**src/rtl/pattern_detect_pkg.sv**
```systemverilog
`default_nettype none
// ============================================================================
// Module   : pattern_detect_pkg
// Purpose  : Shared definitions for the multi-slot pattern detector.
//            Configuration chain length and field-offset helpers, plus the
//            SEL_MASK encodings.
// Revision : 1.0  initial release
// ============================================================================
package pattern_detect_pkg;

  // SEL_MASK encodings
  localparam logic [1:0] MASK_CFG  = 2'b00;  // static MASK field
  localparam logic [1:0] MASK_C    = 2'b01;  // C_reg used directly as mask
  localparam logic [1:0] MASK_RND1 = 2'b10;  // {~C_reg[W-2:0], 1'b0}
  localparam logic [1:0] MASK_RND2 = 2'b11;  // {~C_reg[W-3:0], 2'b00}

  // Global PREG bit sits at the very bottom of the chain; slots start above it.
  localparam int PREG_POS  = 0;
  localparam int SLOT_BASE = 1;
  localparam int MASK_OFF  = 0;

  // One slot: MASK (W) + SEL_MASK (2) + SEL_PATTERN (1) + PATTERN (W)
  function automatic int slot_len(input int width);
    return 2 * width + 3;
  endfunction

  function automatic int cfg_len(input int width, input int num_pat);
    return num_pat * slot_len(width) + 1;
  endfunction

  function automatic int slot_base(input int width, input int idx);
    return SLOT_BASE + idx * slot_len(width);
  endfunction

  function automatic int sel_mask_off(input int width);
    return width;
  endfunction

  function automatic int sel_pat_off(input int width);
    return width + 2;
  endfunction

  function automatic int pattern_off(input int width);
    return width + 3;
  endfunction

endpackage : pattern_detect_pkg
`default_nettype wire

```
**src/rtl/pattern_slot.sv**
```systemverilog
`default_nettype none
// ============================================================================
// Module   : pattern_slot
// Purpose  : One pattern/mask slot: pattern and mask selection, raw compare,
//            optional detect pipeline register, PAST registers, over/underflow
//            flags and a saturating hit counter.
// Ports    : clk, rst_n          clock, async active-low reset
//            c_reg, inter_p      dynamic pattern/mask source, value under test
//            rstp, cep, cnt_clr  detect clear, detect/counter enable, counter clear
//            cfg_shift           config chain is shifting (freezes loads)
//            preg                1: registered flags, 0: combinational flags
//            pattern, mask, sel_mask, sel_pattern   static slot configuration
//            detect, bdetect, detect_past, bdetect_past, overflow, underflow
//            hit_count           saturating match counter
// Revision : 1.0  initial release
// ============================================================================
module pattern_slot
  import pattern_detect_pkg::*;
#(
  parameter int WIDTH = 48,
  parameter int CNT_W = 16
) (
  input  logic             clk,
  input  logic             rst_n,
  input  logic [WIDTH-1:0] c_reg,
  input  logic [WIDTH-1:0] inter_p,
  input  logic             rstp,
  input  logic             cep,
  input  logic             cnt_clr,
  input  logic             cfg_shift,
  input  logic             preg,
  input  logic [WIDTH-1:0] pattern,
  input  logic [WIDTH-1:0] mask,
  input  logic [1:0]       sel_mask,
  input  logic             sel_pattern,
  output logic             detect,
  output logic             bdetect,
  output logic             detect_past,
  output logic             bdetect_past,
  output logic             overflow,
  output logic             underflow,
  output logic [CNT_W-1:0] hit_count
);

  logic [WIDTH-1:0] pat_sel;
  logic [WIDTH-1:0] mask_sel;
  logic [WIDTH-1:0] diff;
  logic             det_raw;
  logic             bdet_raw;
  logic             load_en;

  logic             det_d,   det_q;
  logic             bdet_d,  bdet_q;
  logic             past_d,  past_q;
  logic             bpast_d, bpast_q;
  logic [CNT_W-1:0] cnt_d,   cnt_q;

  always_comb begin
    pat_sel = sel_pattern ? c_reg : pattern;
    case (sel_mask)
      MASK_CFG:  mask_sel = mask;
      MASK_C:    mask_sel = c_reg;
      MASK_RND1: mask_sel = {~c_reg[WIDTH-2:0], 1'b0};
      default:   mask_sel = {~c_reg[WIDTH-3:0], 2'b00};
    endcase
  end

  // Masked bits are forced to 1 so they never block a match in either sense.
  assign diff     = inter_p ^ pat_sel;
  assign det_raw  = &(~diff | mask_sel);
  assign bdet_raw = &(diff | mask_sel);

  // A shifting config chain means the slot settings are in flux; freeze loads.
  assign load_en = cep & ~cfg_shift;

  assign detect  = preg ? det_q  : det_raw;
  assign bdetect = preg ? bdet_q : bdet_raw;

  always_comb begin
    det_d   = det_q;
    bdet_d  = bdet_q;
    if (rstp) begin
      det_d  = 1'b0;
      bdet_d = 1'b0;
    end else if (load_en) begin
      det_d  = det_raw;
      bdet_d = bdet_raw;
    end
    // PAST tracks the selected outputs every cycle regardless of enables.
    past_d  = detect;
    bpast_d = bdetect;

    cnt_d = cnt_q;
    if (cnt_clr) begin
      cnt_d = '0;
    end else if (load_en && detect && (cnt_q != {CNT_W{1'b1}})) begin
      cnt_d = cnt_q + CNT_W'(1);
    end
  end

  always_ff @(posedge clk or negedge rst_n) begin
    if (!rst_n) begin
      det_q   <= 1'b0;
      bdet_q  <= 1'b0;
      past_q  <= 1'b0;
      bpast_q <= 1'b0;
      cnt_q   <= '0;
    end else begin
      det_q   <= det_d;
      bdet_q  <= bdet_d;
      past_q  <= past_d;
      bpast_q <= bpast_d;
      cnt_q   <= cnt_d;
    end
  end

  assign detect_past  = past_q;
  assign bdetect_past = bpast_q;
  assign overflow     = past_q  & ~detect & ~bdetect;
  assign underflow    = bpast_q & ~detect & ~bdetect;
  assign hit_count    = cnt_q;

endmodule : pattern_slot
`default_nettype wire

```
**src/rtl/pattern_detection_multi.sv**
```systemverilog
`default_nettype none
// ============================================================================
// Module   : pattern_detection_multi
// Purpose  : Multi-slot pattern detector for the DSP output stage. Holds the
//            serial configuration chain, the global PREG select and the
//            priority encoder over NUM_PAT pattern_slot instances.
// Ports    : clk, rst_n                 clock, async active-low reset
//            C_reg, inter_P             dynamic pattern/mask source, value under test
//            RSTP, CEP, cnt_clr         detect clear, enable, counter clear
//            configuration_input/enable/output   serial config chain
//            PATTERNDETECT, PATTERNBDETECT, *PAST, Overflow, Underflow  per slot
//            any_detect, match_idx      lowest-index match summary
//            hit_count                  slot i at [i*CNT_W +: CNT_W]
// Revision : 1.0  initial release
// ============================================================================
module pattern_detection_multi
  import pattern_detect_pkg::*;
#(
  parameter int WIDTH   = 48,
  parameter int NUM_PAT = 4,
  parameter int CNT_W   = 16,
  parameter int IDX_W   = (NUM_PAT > 1) ? $clog2(NUM_PAT) : 1
) (
  input  logic                     clk,
  input  logic                     rst_n,
  input  logic [WIDTH-1:0]         C_reg,
  input  logic [WIDTH-1:0]         inter_P,
  input  logic                     RSTP,
  input  logic                     CEP,
  input  logic                     cnt_clr,
  input  logic                     configuration_input,
  input  logic                     configuration_enable,
  output logic                     configuration_output,
  output logic [NUM_PAT-1:0]       PATTERNDETECT,
  output logic [NUM_PAT-1:0]       PATTERNBDETECT,
  output logic [NUM_PAT-1:0]       PATTERNDETECTPAST,
  output logic [NUM_PAT-1:0]       PATTERNBDETECTPAST,
  output logic [NUM_PAT-1:0]       Overflow,
  output logic [NUM_PAT-1:0]       Underflow,
  output logic                     any_detect,
  output logic [IDX_W-1:0]         match_idx,
  output logic [NUM_PAT*CNT_W-1:0] hit_count
);

  localparam int CFG_LEN = cfg_len(WIDTH, NUM_PAT);

  logic [CFG_LEN-1:0] cfg_d, cfg_q;
  logic               preg;

  // Bit 0 takes the new bit, so the first bit in ends at the top of the chain.
  always_comb begin
    cfg_d = cfg_q;
    if (configuration_enable) begin
      cfg_d = {cfg_q[CFG_LEN-2:0], configuration_input};
    end
  end

  always_ff @(posedge clk or negedge rst_n) begin
    if (!rst_n) begin
      cfg_q <= '0;
    end else begin
      cfg_q <= cfg_d;
    end
  end

  assign configuration_output = cfg_q[CFG_LEN-1];
  assign preg                 = cfg_q[PREG_POS];

  generate
    for (genvar i = 0; i < NUM_PAT; i++) begin : g_slot
      localparam int BASE = slot_base(WIDTH, i);

      pattern_slot #(
        .WIDTH (WIDTH),
        .CNT_W (CNT_W)
      ) u_slot (
        .clk          (clk),
        .rst_n        (rst_n),
        .c_reg        (C_reg),
        .inter_p      (inter_P),
        .rstp         (RSTP),
        .cep          (CEP),
        .cnt_clr      (cnt_clr),
        .cfg_shift    (configuration_enable),
        .preg         (preg),
        .pattern      (cfg_q[BASE + pattern_off(WIDTH) +: WIDTH]),
        .mask         (cfg_q[BASE + MASK_OFF +: WIDTH]),
        .sel_mask     (cfg_q[BASE + sel_mask_off(WIDTH) +: 2]),
        .sel_pattern  (cfg_q[BASE + sel_pat_off(WIDTH)]),
        .detect       (PATTERNDETECT[i]),
        .bdetect      (PATTERNBDETECT[i]),
        .detect_past  (PATTERNDETECTPAST[i]),
        .bdetect_past (PATTERNBDETECTPAST[i]),
        .overflow     (Overflow[i]),
        .underflow    (Underflow[i]),
        .hit_count    (hit_count[i*CNT_W +: CNT_W])
      );
    end
  endgenerate

  // Scan from the top down so the lowest set index is the last one written.
  always_comb begin
    match_idx = '0;
    for (int i = NUM_PAT - 1; i >= 0; i--) begin
      if (PATTERNDETECT[i]) begin
        match_idx = IDX_W'(i);
      end
    end
    any_detect = |PATTERNDETECT;
  end

endmodule : pattern_detection_multi
`default_nettype wire

```
**config.mk**
```make
export PLATFORM = sky130hd
export DESIGN_NAME = pattern_detection_multi
export DESIGN_NICKNAME = d
export VERILOG_FILES = /design/src/rtl/pattern_detect_pkg.sv /design/src/rtl/pattern_slot.sv /design/src/rtl/pattern_detection_multi.sv
export SDC_FILE = /design/constraint.sdc
export NUM_CORES = 1
export LEC_CHECK = 0
export BUFFER_PORTS_ARGS = -buffer_cell sky130_fd_sc_hd__buf_4
export CAP_MARGIN = 20
export CORE_MARGIN = 2
export CORE_UTILIZATION = 39
export DETAILED_ROUTE_END_ITERATION = 16
export PLACE_DENSITY = 0.59
export SYNTH_ARGS = -nofsm -noshare
export SYNTH_HDL_FRONTEND = slang
export SYNTH_SLANG_ARGS = --single-unit
```
**constraint.sdc**
```tcl
create_clock -name clk -period 4 [get_ports clk]
set_input_delay 0.2 -clock clk [delete_from_list [all_inputs] [get_ports clk]]
set_output_delay 0.2 -clock clk [all_outputs]
set_load 0.1 [all_outputs]
```
==> results of run 1 <==
cell usage after synthesis (2+ instances only):
library cell  count  area [sq um]
a211oi_1          2         15.01
a21o_1            2         15.01
a21oi_1          48         240.2
a221oi_1          8         70.07
a22o_1            8         70.07
a22oi_1         151          1134
a31oi_1           2         12.51
a32oi_1           2         17.52
and2_0            4         25.02
and2_1           13         81.33
and3_1           10         62.56
and4_1            9         78.83
buf_1            25         93.84
buf_2            31         155.2
buf_4            33         247.7
buf_6             5         56.30
clkbuf_1        194         728.2
dfrtp_1         477         11940
ha_1              4         50.05
inv_1           269          1010
mux2_1            9         101.4
mux2_2          232          2613
mux2i_1         195          1952
mux4_2          184          4144
nand2_1         231         867.1
nand2b_1         77         481.7
nand3_1          31         155.2
nand4_1          62         387.9
nor2_1           51         191.4
nor2b_1          68         425.4
nor3_1           11         55.05
nor4_1           25         156.4
nor4_2           10         125.1
o2111a_1          2         22.52
o2111ai_1         2         17.52
o21ai_0         205          1026
o31a_1            3         26.28
o31ai_1          28         210.2
o41ai_1           6         52.55
or2_2             8         50.05
or3_1             5         31.28
or4_1            31         232.7
or4b_2            3         30.03
xnor2_1         242          2120
xor2_1           19         166.4
power by group:
group / total, W / switching [W] / leakage (nW) / internal, W
clock: 0.00525 / 0.00221 / 0.882 / 0.00305
combinational: 0.00904 / 0.00510 / 8.06 / 0.00394
sequential: 0.00615 / 0.000619 / 6.47 / 0.00553
total: 0.0204 / 0.00792 / 15.4 / 0.0125
flip-flops by register name, summed over array words and instances, names as in the netlist:
signal,cells
cfg_q,397
g_slot.u_slot.bdet_q,4
g_slot.u_slot.bdetect_past,4
g_slot.u_slot.det_q,4
g_slot.u_slot.detect_past,4
g_slot.u_slot.hit_count,64
area by class of cell:
| class | count | area (sq um) |
|---|---|---|
| Sequential cell | 477 | 11960 |
| Inverter | 269 | 1017 |
| Clock inverter | 20 | 284.0 |
| Multi-Input combinational cell | 2011 | 18180 |
| Tap cell | 1060 | 1326 |
| Antenna cell | 7 | 17.52 |
| Timing Repair Buffer | 372 | 3453 |
| Fill cell | 7566 | 42900 |
| Clock buffer | 79 | 1535 |
worst max-delay path: stages, from the launching register on:
cell	delay, ps
dfrtp_4	500
buf_12	170
buf_12	130
mux4_2	550
a22oi_2	230
nand4_1	110
or4_4	600
o31a_1	330
buf_6	140
inv_8	60
a21oi_2	30
nor2_2	120
buf_12	190
stage by stage:
step           worst slack (ps)  cell area (sq um)  hold WS, ps  cells
2_1_floorplan            -134.0              31820       -95.59   3045
3_3_place_gp             -542.9              34510        313.8   4124
3_5_place_dp              11.75              34520        310.6   4125
4_1_cts                  0.9956              37370        66.85   4273
5_1_grt                  -36.60              37760        116.4   4288
6_report                  8.034              37780        74.60   4295
logic make-up after synthesis:
logic type / Yosys count / synth area share
xor gates and xnor gates: 261 / 0.07186
buffers and inverters: 557 / 0.07202
muxes: 620 / 0.2770
DFF: 477 / 0.3753
AOI/OAI and AO/OA: 473 / 0.09326
and+or+nand+nor: 653 / 0.1091
adders and majority gates: 4 / 0.001573
worst paths after layout:
check,slack (ps),depth (start not counted),to,startpoint
min in group asynchronous,170,2,g_slot[2].u_slot.bdetect_past,rst_n
max reg2reg,180,12,g_slot[1].u_slot.hit_count[14],cfg_q[148]
max in group asynchronous,2810,3,cfg_q[248],rst_n
min reg2reg,480,2,cfg_q[340],cfg_q[339]
min,70,3,cfg_q[42],configuration_enable
max,8,12,match_idx[0],cfg_q[148]
routing by layer:
metal  vias to the layer above  track usage  routed length [um]  share of wire
met5                         -            0                  51        0.00037
met4                         8       0.2054               10480          0.075
met3                       437      0.07708               13040          0.094
met2                      1554       0.5242               63890           0.46
met1                     13170       0.3977               51520           0.37
li1                      11090            -                   -              -
what timing repair did:
action / CTS / global route
pin swaps: 18 / 18
buffers inserted: 41 / 16
hold buffers: 3 / 0
gates cloned: 5 / 1
hold endpoints to repair: 86 / 0
setup endpoints to repair: 19 / 15
gates resized for setup: 97 / 54
==> results.py, run 1 <==
metrics = {
    "floorplan": {
        "dieArea_sq_um": 83860,
        "die_height_um": 289.6,
        "start_util": 0.3943,
        "coreArea_sq_um": 80680,
        "dieWidth_um": 289.6,
        "ios": 195,
        "row_count": 104,
    },
    "sta": {
        "final-setup-viol-count": 0,
        "finClkSkew_ps": 38.50,
        "max_freq_mhz": 250.5,
        "slew-limit-headroom": 0.3816,
        "fin_tns_setup_ps": 0,
        "finalMaxSlewViolations": 0,
        "worst_slew_pin_slew_ps": 927.6,
        "fin_crit_ps": 3992,
        "rsz0062_at_grt": "yes",
        "final_hold_viol_count": 0,
        "post-route-period-util": 0.9980,
    },
    "clocking": {
        "cts_num_sinks": 477,
        "cts_root_buf": "clkbuf_16",
        "cts_tree": "yes",
        "clk_latency_ps": 650,
        "cts_inserted_buffers": 54,
        "clockBufferDepth": 3,
        "htree_levels": 2,
        "clk_pin_slew_ps": 60,
    },
    "logic_synthesis": {
        "synth_edf_count": 0,
        "ys.flop_type": "dfrtp_1",
        "ys_seq_area_frac": 0.3753,
        "ys.warnings.count": 0,
        "syn_nets": 3152,
        "yosys.cell_types.count": 53,
        "async_flop_share": 1.000,
        "syn_area_per_cell_sq_um": 10.45,
        "syn_inst": 3045,
        "syn-cell-area_sq_um": 31810,
        "synth-seq-cells": 477,
    },
    "grt": {
        "grt_pass1_vias": 25890,
        "grt_start_max_net_pins": 184,
        "grt_overflow": 0,
        "track_usage": 0.3268,
        "antenna_found_initial": 6,
        "grt_first_pass_wirelength_mm": 191.8,
    },
    "run_status": {
        "status": "complete, no violations",
    },
    "worst_setup_path": {
        "crit_required_ps": 3800,
        "critPathKind": "reg -> out",
        "arrival_ps": 3790,
        "critPathMaxFanout": 8,
        "endpoint_kind": "output port",
        "startpoint_type": "register",
    },
    "power": {
        "powerDensity_nw_per_um2": 540.9,
        "vdd_drop_max_mv": 0.3330,
        "p_leak_nw": 15.41,
        "total_power_w": 0.02044,
    },
    "final_layout": {
        "area_growth_pct": 18.77,
        "final_cell_mix": "dfrtp_1, buf_4, inv_1",
        "fin_util": 0.4683,
        "layout_commonest_cell": "dfrtp_1",
        "drive_gt1_frac": 0.3120,
        "nNetsFinal": 3292,
    },
    "placed_design": {
        "io_buffers": 194,
        "dp_hpwl_mm": 107.6,
        "place_congestion": 1.037,
    },
    "drt": {
        "drt_iter0_drc": 3177,
        "final_antenna_net_count": 0,
        "wl_mm": 139.0,
        "post-route-drc-count": 0,
        "avgViaCountPerCell": 6.114,
        "vias": 26260,
        "wl_per_cell_um": 32.36,
        "first_pass_iters": 5,
    },
    "flow_run": {
        "cap_violations": 0,
    },
    "worst_hold_path": {
        "hold_path.class": "in -> reg",
    },
}
(Power assumes the default switching activity.)
==> inputs of run 2 (changes only) <==
Settings changed: SYNTH_HIERARCHICAL set to 1.
==> results.py, run 2 <==
metrics = {
    "worst_setup_path": {
        "startpoint_type": "register",
        "r2r-start": "cfg_q[148]",
        "critPathKind": "reg -> out",
        "worstPathCellList": "buf_6 -> mux4_2 -> a22oi_2 -> buf_4 -> nand4_1 -> or4b_4 -> o41ai_4 -> buf_6 -> nor2_4 -> and2_4 -> buf_12",
        "cp_slowest_cell": "or4b_4",
        "crit_family": "simple AND/OR/NAND/NOR gates",
        "endpoint_kind": "output port",
        "startpoint": "cfg_q[49]",
        "critPathMaxFanout": 7,
        "crit_path_frequent_cell": "buf_6",
        "path_buf_inv": 4,
        "max_stage_delay_ps": 630,
        "arrival_ps": 3840,
        "crit_required_ps": 3800,
    },
    "logic_synthesis": {
        "async_flop_share": 1.000,
        "syn_area_per_cell_sq_um": 12.00,
        "ys.warnings.count": 6,
        "syn_nets": 2804,
        "synth-seq-cells": 477,
        "syn_inst": 2697,
        "synth.top_cells.by_count": "dfrtp_1, mux2_2, inv_1",
        "ys_seq_area_frac": 0.3688,
        "synth.top_cell.area_share": 0.3688,
        "ys_top_cells_by_area": "dfrtp_1, mux2_2, mux4_2",
        "ys.flop_type": "dfrtp_1",
        "synth_edf_count": 0,
        "syn-cell-area_sq_um": 32360,
        "yosysMostFrequentCell": "dfrtp_1",
        "yosys.cell_types.count": 52,
        "synth_largest_area_cell": "dfrtp_1",
    },
    "run_status": {
        "status": "complete, but fails checks",
        "violations": "setup timing",
    },
    "drt": {
        "avgViaCountPerCell": 5.965,
        "wl_mm": 125.3,
        "wl_per_cell_um": 30.67,
        "vias": 24370,
        "post-route-drc-count": 0,
        "first_pass_iters": 5,
        "final_antenna_net_count": 0,
        "drt_iter0_drc": 2350,
    },
    "sta": {
        "layout_setup_ws_ps": -42.06,
        "slew-limit-headroom": 0.3558,
        "finClkSkew_ps": 29.71,
        "fin_crit_ps": 4042,
        "worst_slew_pin_slew_ps": 966.2,
        "finalMaxSlewViolations": 0,
        "final-setup-viol-count": 5,
        "rsz0062_at_grt": "yes",
        "post-route-period-util": 1.011,
        "final_hold_viol_count": 0,
        "max_freq_mhz": 247.4,
    },
    "placed_design": {
        "postPlaceCellArea_sq_um": 34900,
        "dp_hpwl_mm": 93.15,
        "place_congestion": 0.9565,
        "io_buffers": 194,
    },
    "grt": {
        "grt_overflow": 0,
        "track_usage": 0.2894,
        "antenna_found_initial": 11,
        "grt_pass1_vias": 24230,
        "grt_first_pass_wirelength_mm": 177.4,
        "grt_start_max_net_pins": 137,
    },
    "final_layout": {
        "drive_gt1_frac": 0.3969,
        "finalInstanceArea_sq_um": 38600,
        "largest_register_ffs": 397,
        "fillCellCount": 7428,
        "area_growth_pct": 19.26,
        "regMostFlops": "cfg_q",
        "nNetsFinal": 3075,
        "fin_util": 0.4701,
        "layout_commonest_cell": "dfrtp_1",
        "final_cell_mix": "dfrtp_1, mux2_2, inv_1",
        "diodes": 0,
    },
    "clocking": {
        "clk_pin_slew_ps": 60,
        "cts_num_sinks": 477,
        "htree_levels": 2,
        "cts_tree": "yes",
        "cts_inserted_buffers": 59,
        "clockBufferDepth": 3,
        "clk_latency_ps": 660,
        "cts_root_buf": "clkbuf_16",
    },
    "worst_hold_path": {
        "hold_path.class": "in -> reg",
        "min_from": "configuration_enable",
    },
    "floorplan": {
        "ios": 195,
        "dieWidth_um": 292.1,
        "row_count": 105,
        "coreArea_sq_um": 82110,
        "die_height_um": 292.1,
        "start_util": 0.3941,
        "dieArea_sq_um": 85300,
    },
    "power": {
        "p_leak_nw": 16.34,
        "powerDensity_nw_per_um2": 331.4,
        "vdd_drop_max_mv": 0.3266,
    },
    "flow_run": {
        "cap_violations": 0,
    },
}
==> run 2: changes by cell type in the layout (fill, tap and decap cells not counted), sizes merged, moves of 48 or more <==
cell | previous run | this run
xor2 | 19 | 128
mux2 | 241 | 429
xnor2 | 242 | 180
o22ai | 0 | 48
a22oi | 151 | 84
o21ai | 205 | 20
nand2 | 231 | 41
==> run 2: area by class of cell <==
class                   count  area (sq um)  area share
clock buffers              76          1682     0.04357
clock inverters            33         462.9     0.01199
inverters                 289          1100     0.02849
multi-input cells        1795         18730      0.4853
flip-flops and latches    477         11970      0.3102
well taps                1070          1339     0.03468
repair buffers            346          3312     0.08581
==> run 2: per-stage QoR <==
stage | cells | setup WS, ps | setup TNS (ps) | power [W] | hold WS [ps]
after CTS | 4058 | -18.26 | -34.73 | 0.01283 | 95.07
after global placement | 3894 | 262.4 | 0 | 0.006794 | 281.5
after detailed placement | 3894 | 278.7 | 0 | 0.006810 | 291.7
after floorplan | 2697 | -175.8 | -175.8 | 0.005944 | -95.59
final | 4086 | -42.06 | -129.2 | 0.01279 | 143.9
after global routing | 4086 | -89.72 | -523.9 | 0.01321 | 126.2
==> run 2: layer usage <==
metal | up-vias | track usage | wire length [um]
met5 | - | 0.009075 | 236
li1 | 10340 | - | -
met4 | 22 | 0.09366 | 4584
met3 | 234 | 0.09492 | 12310
met1 | 12610 | 0.4070 | 55330
met2 | 1169 | 0.4182 | 52850
==> run 2: timing repair <==
| item | 4_1_cts | 5_1_grt |
|---|---|---|
| hold buffers | 5 | 0 |
| cloned | 4 | 1 |
| setup buffers | 46 | 28 |
| endpoints found under the setup margin | 19 | 18 |
| hold endpoints to repair | 91 | 0 |
| pin swaps | 17 | 32 |
| gates resized for setup | 81 | 89 |
==> run 2: worst paths after layout <==
path,cells after the start,slack [ps],to
min in group asynchronous,2,180,g_slot[1].u_slot/hit_count[14]
worst min-delay path,2,140,cfg_q[205]
worst max register to register,9,420,g_slot[1].u_slot/hit_count[14]
worst max-delay path,11,-40,Underflow[0]
worst min register to register,2,520,g_slot[0].u_slot/det_q
max in group asynchronous,3,2780,cfg_q[269]
==> run 2: cells by family (layout without fill, tap and decap cells) <==
group / after synthesis / after routing / synth area share
buffers and inverters: 425 / 744 / 0.07009
AO/OA/AOI/OAI: 269 / 269 / 0.05938
multiplexers: 809 / 809 / 0.3414
XOR/XNOR: 308 / 308 / 0.08335
AND/OR/NAND/NOR: 405 / 405 / 0.07539
flip-flops: 477 / 477 / 0.3688
adder cells (fa/ha/maj): 4 / 4 / 0.001546
==> run 2: power breakdown <==
group / internal, W / leakage [nW] / switching, W / total, W
Sequential: 0.00495 / 6.60 / 0.000134 / 0.00509
Clock: 0.00361 / 1.04 / 0.00236 / 0.00596
Combinational: 0.000654 / 8.70 / 0.00109 / 0.00174
Total: 0.00921 / 16.3 / 0.00358 / 0.0128
==> run 2: worst reg2reg max path, delay by kind of cell (launching register included) <==
kind	cells	cell delay (ps)
AOI/OAI and AO/OA	3	720
buffers and inverters	2	430
DFF	1	490
muxes	1	580
and+or+nand+nor	3	1270
==> inputs of run 3 (changes only) <==
Settings changed: SETUP_SLACK_MARGIN set to 0.5.
==> results.py, run 3 (synthesis results as in run 2) <==
metrics = {
    "run_status": {
        "status": "complete, no violations",
    },
    "worst_setup_path": {
        "startpoint_type": "register",
        "crit_end": "match_idx[0]",
        "reg2reg_depth": 11,
        "reg2reg_setup_slack_ps": 460,
        "critPathKind": "reg -> out",
        "endpoint_kind": "output port",
        "critPathMaxFanout": 7,
        "arrival_ps": 3780,
        "r2r-end": "g_slot[1].u_slot/hit_count[9]",
        "r2r-start": "cfg_q[148]",
        "startpoint": "cfg_q[148]",
        "crit_required_ps": 3800,
    },
    "grt": {
        "grt_overflow": 0,
        "grt_pass1_vias": 24810,
        "antenna_found_initial": 6,
        "track_usage": 0.2894,
        "grt_start_max_net_pins": 167,
        "grt_first_pass_wirelength_mm": 179.4,
    },
    "clocking": {
        "clockBufferDepth": 3,
        "cts_root_buf": "clkbuf_16",
        "cts_tree": "yes",
        "htree_levels": 2,
        "cts_num_sinks": 477,
        "cts_inserted_buffers": 59,
        "clk_pin_slew_ps": 60,
        "clk_latency_ps": 640,
    },
    "sta": {
        "finClkSkew_ps": 29.62,
        "final-setup-viol-count": 0,
        "finalMaxSlewViolations": 0,
        "max_freq_mhz": 251.5,
        "post-route-period-util": 0.9941,
        "worst_slew_pin_slew_ps": 1063,
        "fin_crit_ps": 3976,
        "layout_setup_ws_ps": 23.76,
        "rsz0062_at_grt": "yes",
        "slew-limit-headroom": 0.2915,
        "final_hold_viol_count": 0,
        "fin_tns_setup_ps": 0,
    },
    "final_layout": {
        "area_growth_pct": 22.28,
        "layout_commonest_cell": "dfrtp_1",
        "final_cell_mix": "dfrtp_1, mux2_2, inv_1",
        "drive_gt1_frac": 0.4214,
        "final_cells": 4123,
        "nNetsFinal": 3110,
        "regMostFlops": "cfg_q",
        "largest_register_ffs": 397,
        "fillCellCount": 7316,
    },
    "floorplan": {
        "ios": 195,
        "dieArea_sq_um": 85300,
        "coreArea_sq_um": 82110,
        "start_util": 0.3941,
        "dieWidth_um": 292.1,
        "die_height_um": 292.1,
        "row_count": 105,
    },
    "placed_design": {
        "place_inst": 3883,
        "io_buffers": 194,
        "dp_hpwl_mm": 92.04,
        "pre_cts_slack_ps": 187.3,
        "place_congestion": 1.007,
    },
    "drt": {
        "drt_iter0_drc": 2526,
        "wl_mm": 125.0,
        "avgViaCountPerCell": 6.063,
        "vias": 25000,
        "post-route-drc-count": 0,
        "wl_per_cell_um": 30.31,
        "final_antenna_net_count": 0,
        "first_pass_iters": 5,
    },
    "power": {
        "total_power_w": 0.01274,
        "powerDensity_nw_per_um2": 321.9,
        "p_leak_nw": 16.73,
        "vdd_drop_max_mv": 0.3090,
    },
    "flow_run": {
        "cap_violations": 0,
    },
    "worst_hold_path": {
        "hold_path.class": "in -> async",
    },
}
-- run 3: cell count changes in the layout (fill, tap and decap cells not counted), sizes merged --
cell | previous run | this run
clkinvlp | 11 | 6
diode | 0 | 1
inv | 289 | 287
buf | 337 | 374
dlygate4sd3 | 5 | 6
clkbuf | 78 | 81
clkinv | 12 | 14
bufbuf | 2 | 0
bufinv | 10 | 12
-- run 3: report_power, final --
| group | internal (W) | switching, W | total (W) |
|---|---|---|---|
| registers | 0.00495 | 0.000130 | 0.00508 |
| clock network | 0.00365 | 0.00226 | 0.00591 |
| logic | 0.000652 | 0.00109 | 0.00174 |
| total | 0.00926 | 0.00348 | 0.0127 |
-- run 3: layout make-up --
type | count | area (sq um) | area share
Timing Repair Buffer | 381 | 3895 | 0.09842
Multi-Input combinational cell | 1795 | 19140 | 0.4837
Antenna cell | 1 | 2.502 | 0.00006323
Inverter | 289 | 1100 | 0.02779
Clock buffer | 80 | 1648 | 0.04164
Clock inverter | 30 | 474.2 | 0.01198
Sequential cell | 477 | 11980 | 0.3026
Tap cell | 1070 | 1339 | 0.03383
-- run 3: repair_timing --
item	CTS	global route
endpoints found under the setup margin	72	49
gates resized for setup	190	102
endpoints found under the hold margin	87	0
setup buffers	85	32
cloned	5	1
pin swaps	48	53
hold buffers	6	0
-- run 3: worst min path at each step --
stage	start	slack, ps	to
after floorplan	rst_n	-100	cfg_q[0]
after global placement	rst_n	250	g_slot[1].u_slot/hit_count[10]
after detailed placement	rst_n	240	g_slot[1].u_slot/hit_count[10]
after CTS	rst_n	180	g_slot[1].u_slot/hit_count[10]
after global routing	rst_n	200	g_slot[1].u_slot/hit_count[9]
final	rst_n	160	g_slot[1].u_slot/hit_count[10]
-- run 3: through the flow --
| stage | util | cell area (sq um) | hold slack [ps] |
|---|---|---|---|
| after global placement | 0.4252 | 34910 | 246.5 |
| final | 0.4820 | 39580 | 160.5 |
| after CTS | 0.4729 | 38830 | 175.5 |
| after detailed placement | 0.4252 | 34910 | 239.9 |
| after global routing | 0.4820 | 39570 | 199.6 |
| after floorplan | - | 32680 | -95.59 |
-- run 3: routing by layer --
layer  GRT usage  up-vias  routed length (um)  part of all wire
li1            -    10430                   -                 -
met1      0.4162    12980               53900              0.43
met2      0.4202     1316               52890              0.42
met3     0.07787      266               13210              0.11
met4     0.09668        8                4924             0.039
met5           0        -                  57           0.00046
-- run 3: critical path, stage by stage (launching register included) --
cell and delay [ps]:
dfrtp_4 490, buf_12 160, buf_12 130, mux4_2 520
a22oi_2 320, nand4_1 270, nor4_4 330, buf_4 200
a31oi_4 100, clkinvlp_4 180, inv_2 80, a21oi_4 160
buf_12 190
